**src/rtl/seq_controller_pkg.sv**
```systemverilog
// Shared definitions for the Y86 sequential-datapath stage sequencer.
// Covers status codes, instruction codes and the sequencer state encoding.
package seq_pkg;

  localparam logic [1:0] STAT_AOK = 2'b00;
  localparam logic [1:0] STAT_HLT = 2'b01;
  localparam logic [1:0] STAT_ADR = 2'b10;
  localparam logic [1:0] STAT_INS = 2'b11;

  localparam logic [3:0] IHALT   = 4'h0;
  localparam logic [3:0] IRMMOVQ = 4'h4;
  localparam logic [3:0] IMRMOVQ = 4'h5;
  localparam logic [3:0] ICALL   = 4'h8;
  localparam logic [3:0] IRET    = 4'h9;
  localparam logic [3:0] IPUSHQ  = 4'hA;
  localparam logic [3:0] IPOPQ   = 4'hB;

  typedef enum logic [3:0] {
    S_IDLE,
    S_FETCH,
    S_DECODE,
    S_EXECUTE,
    S_MEMORY,
    S_WB,
    S_PCUPD,
    S_HALTED,
    S_FAULT
  } state_t;

  // Instructions that touch data memory and therefore wait on mem_ready.
  function automatic logic is_mem_op(input logic [3:0] icode);
    return (icode == IRMMOVQ) || (icode == IMRMOVQ) || (icode == ICALL) ||
           (icode == IRET)    || (icode == IPUSHQ)  || (icode == IPOPQ);
  endfunction

endpackage

```
**src/rtl/seq_controller_if.sv**
```systemverilog
// Control/status bundle between the stage sequencer and its datapath/bench.
// The slave side is the sequencer; the master side drives run/step and memory status.
interface seq_controller_if #(
  parameter int CNT_W = 32
);
  logic             run;
  logic             step;
  logic             clear;
  logic [3:0]       icode;
  logic             instr_valid;
  logic             imem_error;
  logic             mem_ready;
  logic             dmem_error;
  logic             en_fetch;
  logic             en_decode;
  logic             en_execute;
  logic             en_memory;
  logic             en_wb;
  logic             en_pc;
  logic             mem_req;
  logic [1:0]       stat;
  logic             busy;
  logic [CNT_W-1:0] retired;
  logic [CNT_W-1:0] cycles;

  modport slave (
    input  run, step, clear, icode, instr_valid, imem_error, mem_ready, dmem_error,
    output en_fetch, en_decode, en_execute, en_memory, en_wb, en_pc,
    output mem_req, stat, busy, retired, cycles
  );

  modport master (
    output run, step, clear, icode, instr_valid, imem_error, mem_ready, dmem_error,
    input  en_fetch, en_decode, en_execute, en_memory, en_wb, en_pc,
    input  mem_req, stat, busy, retired, cycles
  );

endinterface

```
**src/rtl/seq_controller_sat_counter.sv**
```systemverilog
// Saturating up-counter with synchronous clear and asynchronous active-low reset.
// Holds at all-ones instead of wrapping.
module sat_counter #(
  parameter int CNT_W = 32
) (
  input  logic             clk,
  input  logic             rst_n,
  input  logic             clr,
  input  logic             inc,
  output logic [CNT_W-1:0] q
);

  always_ff @(posedge clk or negedge rst_n) begin
    if (!rst_n) begin
      q <= '0;
    end else if (clr) begin
      q <= '0;
    end else if (inc && (q != {CNT_W{1'b1}})) begin
      q <= q + CNT_W'(1);
    end
  end

endmodule

```
**src/rtl/seq_controller.sv**
```systemverilog
// Multi-cycle Y86 stage sequencer: one-hot stage strobes, memory wait/timeout,
// sticky status, run/step control and retired/cycle counters.
module seq_controller
  import seq_pkg::*;
#(
  parameter int CNT_W       = 32,
  parameter int MEM_TIMEOUT = 15,
  parameter int MAX_INSTR   = 0
) (
  input  logic            clk,
  input  logic            rst_n,
  seq_controller_if.slave bus
);

  localparam int               TO_W     = $clog2(MEM_TIMEOUT + 1);
  localparam logic [TO_W-1:0]  TO_LAST  = TO_W'(MEM_TIMEOUT - 1);
  localparam logic             LIMIT_ON = (MAX_INSTR > 0);
  localparam logic [CNT_W-1:0] LIMIT    = CNT_W'(MAX_INSTR);
  localparam logic [CNT_W-1:0] LIMIT_M1 = LIMIT - CNT_W'(1);

  state_t           state;
  logic [1:0]       stat_q;
  logic [3:0]       icode_q;
  logic [TO_W-1:0]  mem_cnt;
  logic [CNT_W-1:0] retired_q;
  logic [CNT_W-1:0] cycles_q;

  logic stage_busy;
  logic mem_op;
  logic limit_reached;
  logic limit_next;
  logic halt_retire;
  logic ret_inc;
  logic cnt_clr;

  assign stage_busy    = (state == S_FETCH)  || (state == S_DECODE) || (state == S_EXECUTE) ||
                         (state == S_MEMORY) || (state == S_WB)     || (state == S_PCUPD);
  assign mem_op        = is_mem_op(icode_q);
  assign limit_reached = LIMIT_ON && (retired_q >= LIMIT);
  // Retire lands one cycle after PCUPD, so look one instruction ahead.
  assign limit_next    = LIMIT_ON && (retired_q >= LIMIT_M1);
  assign halt_retire   = (state == S_FETCH) && !bus.imem_error && bus.instr_valid &&
                         (bus.icode == IHALT);
  assign ret_inc       = (state == S_PCUPD) || halt_retire;
  assign cnt_clr       = bus.clear &&
                         ((state == S_IDLE) || (state == S_HALTED) || (state == S_FAULT));

  always_ff @(posedge clk or negedge rst_n) begin
    if (!rst_n) begin
      state   <= S_IDLE;
      stat_q  <= STAT_AOK;
      icode_q <= IHALT;
      mem_cnt <= '0;
    end else begin
      unique case (state)
        S_IDLE: begin
          if (bus.clear) begin
            stat_q <= STAT_AOK;
          end else if ((bus.run && !limit_reached) || bus.step) begin
            state <= S_FETCH;
          end
        end
        S_FETCH: begin
          icode_q <= bus.icode;
          if (bus.imem_error) begin
            state  <= S_FAULT;
            stat_q <= STAT_ADR;
          end else if (!bus.instr_valid) begin
            state  <= S_FAULT;
            stat_q <= STAT_INS;
          end else if (bus.icode == IHALT) begin
            state  <= S_HALTED;
            stat_q <= STAT_HLT;
          end else begin
            state <= S_DECODE;
          end
        end
        S_DECODE: state <= S_EXECUTE;
        S_EXECUTE: begin
          mem_cnt <= '0;
          state   <= S_MEMORY;
        end
        S_MEMORY: begin
          if (!mem_op) begin
            state <= S_WB;
          end else if (bus.mem_ready) begin
            if (bus.dmem_error) begin
              state  <= S_FAULT;
              stat_q <= STAT_ADR;
            end else begin
              state <= S_WB;
            end
          end else if (mem_cnt == TO_LAST) begin
            state  <= S_FAULT;
            stat_q <= STAT_ADR;
          end else begin
            mem_cnt <= mem_cnt + TO_W'(1);
          end
        end
        S_WB: state <= S_PCUPD;
        S_PCUPD: begin
          if (bus.run && !limit_next) begin
            state <= S_FETCH;
          end else begin
            state <= S_IDLE;
          end
        end
        S_HALTED, S_FAULT: begin
          if (bus.clear) begin
            state  <= S_IDLE;
            stat_q <= STAT_AOK;
          end
        end
        default: state <= S_IDLE;
      endcase
    end
  end

  sat_counter #(.CNT_W(CNT_W)) u_retired (
    .clk   (clk),
    .rst_n (rst_n),
    .clr   (cnt_clr),
    .inc   (ret_inc),
    .q     (retired_q)
  );

  sat_counter #(.CNT_W(CNT_W)) u_cycles (
    .clk   (clk),
    .rst_n (rst_n),
    .clr   (cnt_clr),
    .inc   (stage_busy),
    .q     (cycles_q)
  );

  assign bus.en_fetch   = (state == S_FETCH);
  assign bus.en_decode  = (state == S_DECODE);
  assign bus.en_execute = (state == S_EXECUTE);
  assign bus.en_memory  = (state == S_MEMORY);
  assign bus.en_wb      = (state == S_WB);
  assign bus.en_pc      = (state == S_PCUPD);
  assign bus.mem_req    = (state == S_MEMORY) && mem_op;
  assign bus.busy       = stage_busy;
  assign bus.stat       = stat_q;
  assign bus.retired    = retired_q;
  assign bus.cycles     = cycles_q;

endmodule

```
**src/flat_wrapper.sv**
```systemverilog
// flat-port wrapper written by rule: the top's interface ports become plain ports
module seq_controller_flat import seq_pkg::*;
#(
  parameter int CNT_W       = 32,
  parameter int MEM_TIMEOUT = 15,
  parameter int MAX_INSTR   = 0
)
  (clk, rst_n, bus_run, bus_step, bus_clear, bus_icode, bus_instr_valid, bus_imem_error, bus_mem_ready, bus_dmem_error, bus_en_fetch, bus_en_decode, bus_en_execute, bus_en_memory, bus_en_wb, bus_en_pc, bus_mem_req, bus_stat, bus_busy, bus_retired, bus_cycles);
  seq_controller_if #(.CNT_W(CNT_W)) bus_i ();
  input  logic clk;
  input  logic rst_n;
  input wire logic [$bits(bus_i.run)-1:0] bus_run;
  input wire logic [$bits(bus_i.step)-1:0] bus_step;
  input wire logic [$bits(bus_i.clear)-1:0] bus_clear;
  input wire logic [$bits(bus_i.icode)-1:0] bus_icode;
  input wire logic [$bits(bus_i.instr_valid)-1:0] bus_instr_valid;
  input wire logic [$bits(bus_i.imem_error)-1:0] bus_imem_error;
  input wire logic [$bits(bus_i.mem_ready)-1:0] bus_mem_ready;
  input wire logic [$bits(bus_i.dmem_error)-1:0] bus_dmem_error;
  output wire logic [$bits(bus_i.en_fetch)-1:0] bus_en_fetch;
  output wire logic [$bits(bus_i.en_decode)-1:0] bus_en_decode;
  output wire logic [$bits(bus_i.en_execute)-1:0] bus_en_execute;
  output wire logic [$bits(bus_i.en_memory)-1:0] bus_en_memory;
  output wire logic [$bits(bus_i.en_wb)-1:0] bus_en_wb;
  output wire logic [$bits(bus_i.en_pc)-1:0] bus_en_pc;
  output wire logic [$bits(bus_i.mem_req)-1:0] bus_mem_req;
  output wire logic [$bits(bus_i.stat)-1:0] bus_stat;
  output wire logic [$bits(bus_i.busy)-1:0] bus_busy;
  output wire logic [$bits(bus_i.retired)-1:0] bus_retired;
  output wire logic [$bits(bus_i.cycles)-1:0] bus_cycles;
  assign bus_i.run = bus_run;
  assign bus_i.step = bus_step;
  assign bus_i.clear = bus_clear;
  assign bus_i.icode = bus_icode;
  assign bus_i.instr_valid = bus_instr_valid;
  assign bus_i.imem_error = bus_imem_error;
  assign bus_i.mem_ready = bus_mem_ready;
  assign bus_i.dmem_error = bus_dmem_error;
  assign bus_en_fetch = bus_i.en_fetch;
  assign bus_en_decode = bus_i.en_decode;
  assign bus_en_execute = bus_i.en_execute;
  assign bus_en_memory = bus_i.en_memory;
  assign bus_en_wb = bus_i.en_wb;
  assign bus_en_pc = bus_i.en_pc;
  assign bus_mem_req = bus_i.mem_req;
  assign bus_stat = bus_i.stat;
  assign bus_busy = bus_i.busy;
  assign bus_retired = bus_i.retired;
  assign bus_cycles = bus_i.cycles;
  seq_controller #(.CNT_W(CNT_W), .MEM_TIMEOUT(MEM_TIMEOUT), .MAX_INSTR(MAX_INSTR)) u_core (.clk(clk), .rst_n(rst_n), .bus(bus_i));
endmodule
```
**config.mk**
```make
export PLATFORM = sky130hd
export DESIGN_NAME = seq_controller_flat
export DESIGN_NICKNAME = d
export VERILOG_FILES = /design/src/rtl/seq_controller_pkg.sv /design/src/rtl/seq_controller_if.sv /design/src/rtl/seq_controller_sat_counter.sv /design/src/rtl/seq_controller.sv /design/src/flat_wrapper.sv
export SDC_FILE = /design/constraint.sdc
export NUM_CORES = 1
export LEC_CHECK = 0
export BUFFER_PORTS_ARGS = -buffer_cell sky130_fd_sc_hd__buf_2
export CORE_ASPECT_RATIO = 0.75
export CORE_MARGIN = 2
export CORE_UTILIZATION = 60
export CTS_CLUSTER_DIAMETER = 30
export CTS_CLUSTER_SIZE = 20
export DETAILED_ROUTE_END_ITERATION = 12
export PLACE_DENSITY = 0.95
export SETUP_SLACK_MARGIN = 0.5
export SYNTH_ARGS = -nofsm -noshare
export SYNTH_HDL_FRONTEND = slang
export SYNTH_SLANG_ARGS = --single-unit
```
**constraint.sdc**
```tcl
create_clock -name clk -period 5.4 [get_ports clk]
set_input_delay 0.54 -clock clk [delete_from_list [all_inputs] [get_ports clk]]
set_output_delay 0.54 -clock clk [all_outputs]
set_load 0.01 [all_outputs]
```
==> flow_metrics.env, run 1 <==
export IMPL_status="finished, final reports clean"
export IMPL_fill_cells=558
export IMPL_root_buffer="clkbuf_8"
export IMPL_synthCells=503
export IMPL_routed_top_layer="met4"
export IMPL_syn_area_per_cell_um2=8.94
export IMPL_crit_family="compound AO/OA/AOI/OAI gates"
export IMPL_cts_max_level=3
export IMPL_irDropWorstVdd_mv=0.225
export IMPL_grtUsageTotal_pct=28.4
export IMPL_synth_cell_types=58
export IMPL_async_reset_ff_share_pct=100
export IMPL_final_common_cell="buf_2"
export IMPL_drt_iter0_markers=358
export IMPL_setup_tns_ns=0
export IMPL_area_growth_pct=15.1
export IMPL_wl_met2_mm=5.43
export IMPL_place_inst=669
export IMPL_wl_met1_mm=4.91
export IMPL_cp_end_kind="register"
export IMPL_yosys_warnings=0
export IMPL_clock_latency_ns=0.35
export IMPL_relSlewSlack_pct=22.4
export IMPL_route_met3_wl_um=965
export IMPL_path_class="register to register"
export IMPL_syn_area_um2=4490
export IMPL_initial_utilization_pct=61.6
export IMPL_cts_path_max_buffers=2
export IMPL_grt_overflow_total=0
export IMPL_postCtsHoldBufs=0
export IMPL_r2r_setup_slack_ns=2.78
export IMPL_stdcell_area_um2=5170
export IMPL_cts_resized=0
export IMPL_place_congestion=0.854
export IMPL_drive_gt1_share_pct=22.6
export IMPL_die_y_um=79.0
export IMPL_slowest_delay_ns=0.89
export IMPL_coreArea_um2=7300
export IMPL_rsz0062_at_grt="no"
export IMPL_crit_slowest_cell="a41o_1"
export IMPL_drt_pre_antenna_iters=5
export IMPL_grt_max_degree=78
export IMPL_io_buffers=86
export IMPL_fin_cells=685
export IMPL_dp_hpwl_mm=7.92
export IMPL_wire_per_inst_um=16.7
export IMPL_maxSlewViolCount=0
export IMPL_synth_edff_count=0
export IMPL_clkSinkCount=77
export IMPL_core_rowCount=27
export IMPL_worst_slew_pin_slew_ns=1.16
export IMPL_die_area_um2=8210
export IMPL_finClkSkew_ns=0.00900
export IMPL_power_density_nw_per_um2=330
export IMPL_setup_ws_ns=2.78
export IMPL_cp_cell_sequence="ha_1, nand3_1, nor4_2, a41o_1, o311ai_0, o41ai_1"
export IMPL_worstReg2RegStart="u_core.u_cycles.q[0]"
export IMPL_max_clock_freq_ghz=0.382
export IMPL_finalCritPeriodShare_pct=48.5
export IMPL_layout_common_cells="85 x buf_2, 77 x dfrtp_1, 51 x nand2_1"
export IMPL_syn_nets=520
export IMPL_drc_errors=0
export IMPL_hold_class="input pin to asynchronous set/reset pin"
export IMPL_finalHoldViolCount=0
export IMPL_ys_ff_latch=77
export IMPL_wl_mm=11.4
export IMPL_setup_violations_final=0
export IMPL_antenna_found_initial=0
export IMPL_diodes=0
export IMPL_numCtsBuffers=9
export IMPL_via_count=4476
export IMPL_yosysSeqAreaShare_pct=42.9
export IMPL_synth_ff_type="dfrtp_1"
export IMPL_placed_area_um2=4960
export IMPL_rr_worst_depth=6
export IMPL_min_period_ns=2.62
export IMPL_start_kind="register"
export IMPL_place_ws_ns=2.74
export IMPL_drtAntennaViolNets=0
export IMPL_critPathBufInv=0
export IMPL_first_global_vias=4014
export IMPL_pin_count=87
export IMPL_p_leak_nw=2.35
export IMPL_vias_per_cell=6.53
export IMPL_die_w_um=104
export IMPL_critPathMaxFanout=31
export IMPL_timing_rr_end="u_core.u_cycles.q[5]"
export IMPL_nNetsFinal=596
export IMPL_cp_arrival_ns=2.85
export IMPL_cts_tree="yes"
export IMPL_critPathRequiredTime_ns=5.63
export IMPL_grt_pass1_wl_mm=18.9
export IMPL_cap_violations=0
export IMPL_path_clk_slew_ns=0.08
export IMPL_post_cts_buffers=0
per-stage QoR:
| step | total power [mW] | utilization [%] | hold WS [ns] |
|---|---|---|---|
| after floorplan | 1.10 | - | 0.244 |
| after global placement | 1.21 | 68.0 | 0.459 |
| after detailed placement | 1.24 | 68.0 | 0.467 |
| after CTS | 1.71 | 70.9 | 0.380 |
| after global routing | 1.80 | 70.9 | 0.417 |
| final | 1.71 | 70.9 | 0.325 |
Yosys cell counts (all sizes together), types with 3 or more instances:
master	n	area, um^2
nor3	9	45.0
or2	14	87.6
mux2i	6	60.1
and3	11	68.8
nand2	51	191
buf	14	70.1
nor2	24	92.6
clkbuf	9	33.8
and2	3	18.8
nand4	17	119
o41ai	6	52.6
or4	28	214
ha	4	50.1
xnor2	3	26.3
o21ai	30	150
dfrtp	77	1930
a21oi	36	180
nand3	36	180
o31ai	23	173
a21o	4	30.0
nor4	10	87.6
a211o	4	35.0
a31oi	5	31.3
or3	17	106
o211ai	9	67.6
inv	16	60.1
o311ai	6	52.6
routing by layer:
layer / up-vias / track usage, %
li1: 2081 / -
met1: 2150 / 36.6
met2: 227 / 46.4
met3: 18 / 7.55
met4: 0 / 10.8
met5: - / 0
power by group:
group	leakage, nW	internal, mW	switching (mW)	total, mW
sequential	1.06	0.632	0.0863	0.719
combinational	1.18	0.181	0.339	0.520
clock	0.107	0.258	0.211	0.469
layout make-up:
type                       instances  area (um^2)  share of cell area, %
clock inverter                     5         75.1                   1.45
timing repair buffer              88          448                   8.66
clock buffer                      11          131                   2.54
multi-input combinational        387         2400                   46.5
inverter                          16         60.1                   1.16
sequential                        77         1930                   37.3
tap                              101          126                   2.44
state kept, by name, indices dropped and copies added, names as in the netlist:
name                flops
u_core.state            4
u_core.mem_cnt          4
u_core.u_retired.q     32
u_core.bus.stat         2
u_core.icode_q          3
u_core.u_cycles.q      32
worst max-delay path by stage:
stage,cells past startpoint,from,end
global route,6,u_core.u_cycles.q[0],u_core.u_cycles.q[5]
CTS,6,u_core.u_cycles.q[1],u_core.u_cycles.q[5]
global placement,6,bus_icode[1],u_core.u_retired.q[25]
detailed placement,6,bus_icode[1],u_core.u_retired.q[23]
floorplan,6,bus_icode[1],u_core.u_retired.q[27]
finish,6,u_core.u_cycles.q[0],u_core.u_cycles.q[5]
kinds of logic (layout without fill, tap and decap cells):
kind of cell	count (synthesis)	count (layout)	share of synthesized area, %
and+or+nand+nor	233	233	29.8
AOI/OAI and AO/OA	138	138	19.9
DFF	77	77	42.9
buffers and inverters	39	120	3.65
muxes	7	7	1.59
adders and majority gates	5	5	1.34
xor gates and xnor gates	4	4	0.780
(Power assumes the default switching activity.)
==> run 2: changes to the inputs <==
--- a/config.mk
+++ b/config.mk
@@ -5,14 +5,15 @@
 export SDC_FILE = /design/constraint.sdc
 export NUM_CORES = 1
 export LEC_CHECK = 0
+export ABC_AREA = 1
 export BUFFER_PORTS_ARGS = -buffer_cell sky130_fd_sc_hd__buf_2
 export CORE_ASPECT_RATIO = 0.75
 export CORE_MARGIN = 2
-export CORE_UTILIZATION = 60
+export CORE_UTILIZATION = 57
 export CTS_CLUSTER_DIAMETER = 30
 export CTS_CLUSTER_SIZE = 20
 export DETAILED_ROUTE_END_ITERATION = 12
-export PLACE_DENSITY = 0.95
+export PLACE_DENSITY = 0.9
 export SETUP_SLACK_MARGIN = 0.5
 export SYNTH_ARGS = -nofsm -noshare
 export SYNTH_HDL_FRONTEND = slang
==> constraint.sdc (replaced) <==
create_clock -name clk -period 2.6 [get_ports clk]
set_input_delay 0.26 -clock clk [delete_from_list [all_inputs] [get_ports clk]]
set_output_delay 0.26 -clock clk [all_outputs]
set_load 0.01 [all_outputs]
==> flow_metrics.env, run 2 <==
export IMPL_drt_pre_antenna_iters=7
export IMPL_post_synth_fa_ha_maj_area_fraction_pct=0.948
export IMPL_antenna_found_initial=0
export IMPL_post_cts_buffers=0
export IMPL_numCtsBuffers=9
export IMPL_power_density_nw_per_um2=718
export IMPL_relSlewSlack_pct=35.9
export IMPL_crit_start="u_core.u_cycles.q[0]"
export IMPL_place_ws_ns=0.410
export IMPL_route_met3_wl_mm=1.53
export IMPL_die_w_um=115
export IMPL_min_period_ns=1.96
export IMPL_grt_max_degree=78
export IMPL_syn_area_per_cell_um2=6.31
export IMPL_setup_tns_ns=0
export IMPL_coreArea_um2=9010
export IMPL_setup_ws_ns=0.637
export IMPL_fill_cells=767
export IMPL_synth_common_cells="356 x nand2_1, 137 x nor2_1, 77 x dfrtp_1, 77 x inv_1, 57 x nand3_1"
export IMPL_clkSinkCount=77
export IMPL_synth_top_family_by_area="simple AND/OR/NAND/NOR gates"
export IMPL_irDropWorstVdd_mv=0.397
export IMPL_setup_violations_final=0
export IMPL_synthMuxAreaShare_pct=0
export IMPL_worst_slew_pin_slew_ns=0.961
export IMPL_initial_utilization_pct=58.6
export IMPL_rsz0062_at_grt="yes"
export IMPL_path_clk_slew_ns=0.06
export IMPL_synth_ff_type="dfrtp_1"
export IMPL_die_y_um=87.3
export IMPL_r2r_setup_slack_ns=0.64
export IMPL_synth_xor_area_share_pct=3.48
export IMPL_nNetsFinal=937
export IMPL_layout_common_cells="356 x nand2_1, 137 x nor2_1, 85 x buf_2"
export IMPL_wire_per_inst_um=13.7
export IMPL_ys_ff_latch=77
export IMPL_synth_top_cell_by_area="dfrtp_1"
export IMPL_drive_gt1_share_pct=14.5
export IMPL_drt_iter0_markers=718
export IMPL_final_common_cell="nand2_1"
export IMPL_grt_overflow_total=0
export IMPL_yosys_area_top_type_share_pct=36.5
export IMPL_finalCritPeriodShare_pct=75.5
export IMPL_synthCells=836
export IMPL_async_reset_ff_share_pct=100
export IMPL_syn_nets=853
export IMPL_core_rowCount=30
export IMPL_cts_tree="yes"
export IMPL_timing_rr_end="u_core.u_cycles.q[25]"
export IMPL_area_growth_pct=15.8
export IMPL_place_congestion=0.994
export IMPL_cap_violations=0
export IMPL_critPathBufInv=1
export IMPL_via_count=5676
export IMPL_wl_met1_mm=6.60
export IMPL_cts_path_max_buffers=2
export IMPL_wl_mm=14.2
export IMPL_routed_top_layer="met4"
export IMPL_grtUsageTotal_pct=29.3
export IMPL_hold_class="input pin to asynchronous set/reset pin"
export IMPL_synth_edff_count=0
export IMPL_critPathMaxFanout=24
export IMPL_cp_arrival_ns=2.24
export IMPL_status="finished, final reports clean"
export IMPL_hold_ws_ns=0.0753
export IMPL_synth_simple_area_share_pct=49.3
export IMPL_clock_latency_ns=0.34
export IMPL_yosys_warnings=0
export IMPL_dp_hpwl_mm=10.3
export IMPL_start_kind="register"
export IMPL_cp_cell_sequence="ha_1, inv_1, nor2_4, nand2_2, nor2_4, a21oi_4, nand4_1, nand2_1"
export IMPL_vias_per_cell=5.47
export IMPL_finalPower_mw=4.39
export IMPL_path_class="register to register"
export IMPL_slowest_delay_ns=0.57
export IMPL_synth_most_common_cell="nand2_1"
export IMPL_cp_end_kind="register"
export IMPL_yosys_top_cells_area="dfrtp_1 37%, nand2_1 25%, nor2_1 9.7%"
export IMPL_drc_errors=0
export IMPL_cts_max_level=3
export IMPL_diodes=0
export IMPL_yosysSeqAreaShare_pct=36.5
export IMPL_crit_family="compound AO/OA/AOI/OAI gates"
export IMPL_finalHoldViolCount=0
export IMPL_synth_compound_area_share_pct=1.90
export IMPL_top_regs="u_core.u_cycles.q (32), u_core.u_retired.q (32)"
export IMPL_pin_count=87
export IMPL_rr_worst_depth=8
export IMPL_root_buffer="clkbuf_16"
export IMPL_synth_cell_types=29
export IMPL_critPathRequiredTime_ns=2.88
export IMPL_grt_pass1_wl_mm=23.2
export IMPL_max_clock_freq_ghz=0.509
export IMPL_finClkSkew_ns=0.00752
export IMPL_syn_area_um2=5280
export IMPL_wl_met2_mm=5.80
export IMPL_p_leak_nw=3.22
export IMPL_die_area_um2=10100
export IMPL_first_global_vias=4754
export IMPL_path_common_cell="nor2_4"
export IMPL_maxSlewViolCount=0
export IMPL_drtAntennaViolNets=0
export IMPL_crit_slowest_cell="a21oi_4"
export IMPL_worstReg2RegStart="u_core.u_cycles.q[0]"
export IMPL_io_buffers=86
run 2: cell types whose count changed after synthesis, moves of 21 or more:
cell / change
nand2_1: +305
nand3_1: +21
a21oi_1: -33
or4_1: -27
nor2_1: +114
o31ai_1: -23
nand4_1: +24
o21ai_0: -21
inv_1: +62
run 2: worst max-delay path by stage:
stage / slack [ns] / to / cells after the start
global route: 0.49 / u_core.u_retired.q[31] / 11
floorplan: 0.88 / u_core.u_cycles.q[28] / 12
global placement: 0.52 / u_core.u_cycles.q[31] / 8
CTS: 0.50 / u_core.u_retired.q[12] / 8
detailed placement: 0.41 / u_core.u_cycles.q[25] / 8
finish: 0.64 / u_core.u_cycles.q[25] / 8
run 2: where the power goes:
| part | internal (mW) | switching, mW | total [mW] |
|---|---|---|---|
| Sequential | 1.33 | 0.154 | 1.49 |
| Clock | 0.844 | 0.530 | 1.37 |
| Combinational | 0.407 | 1.12 | 1.53 |
run 2: cell families (layout without fill, tap and decap cells):
group	count (synthesis)	after routing
buf+inv	96	185
fa+ha+maj	4	4
compound gates	18	18
flops	77	77
simple gates	620	620
xor+xnor	21	21
run 2: layer usage:
metal / global-route usage, % / vias to the layer above
met5: 0 / -
met4: 7.34 / 0
met3: 6.47 / 43
met2: 40.6 / 326
met1: 46.0 / 2529
li1: - / 2778
run 2: timing repair:
action                     4_1_cts  5_1_grt
gates resized for setup          1        7
setup endpoints to repair       24       57
hold buffers                     0        0
run 2: layout make-up:
class	count	area [um^2]	area share (%)
Clock buffer	9	225	3.68
Clock inverter	7	97.6	1.60
Inverter	81	323	5.28
Multi-Input combinational cell	663	2950	48.3
Sequential cell	77	1930	31.5
Tap cell	112	140	2.29
Timing Repair Buffer	88	448	7.33
run 2: stage by stage:
stage | cells | utilization, % | area [um^2]
floorplan | 836 | - | 5280
global placement | 1021 | 64.0 | 5760
detailed placement | 1021 | 64.0 | 5760
CTS | 1037 | 67.6 | 6090
global route | 1037 | 67.9 | 6110
finish | 1037 | 67.9 | 6110
run 2: worst register-to-register path: stages, from the launching register on:
cell	delay (ns)
dfrtp_1	0.43
ha_1	0.25
inv_1	0.10
nor2_4	0.07
nand2_2	0.10
nor2_4	0.07
a21oi_4	0.57
nand4_1	0.20
nand2_1	0.11
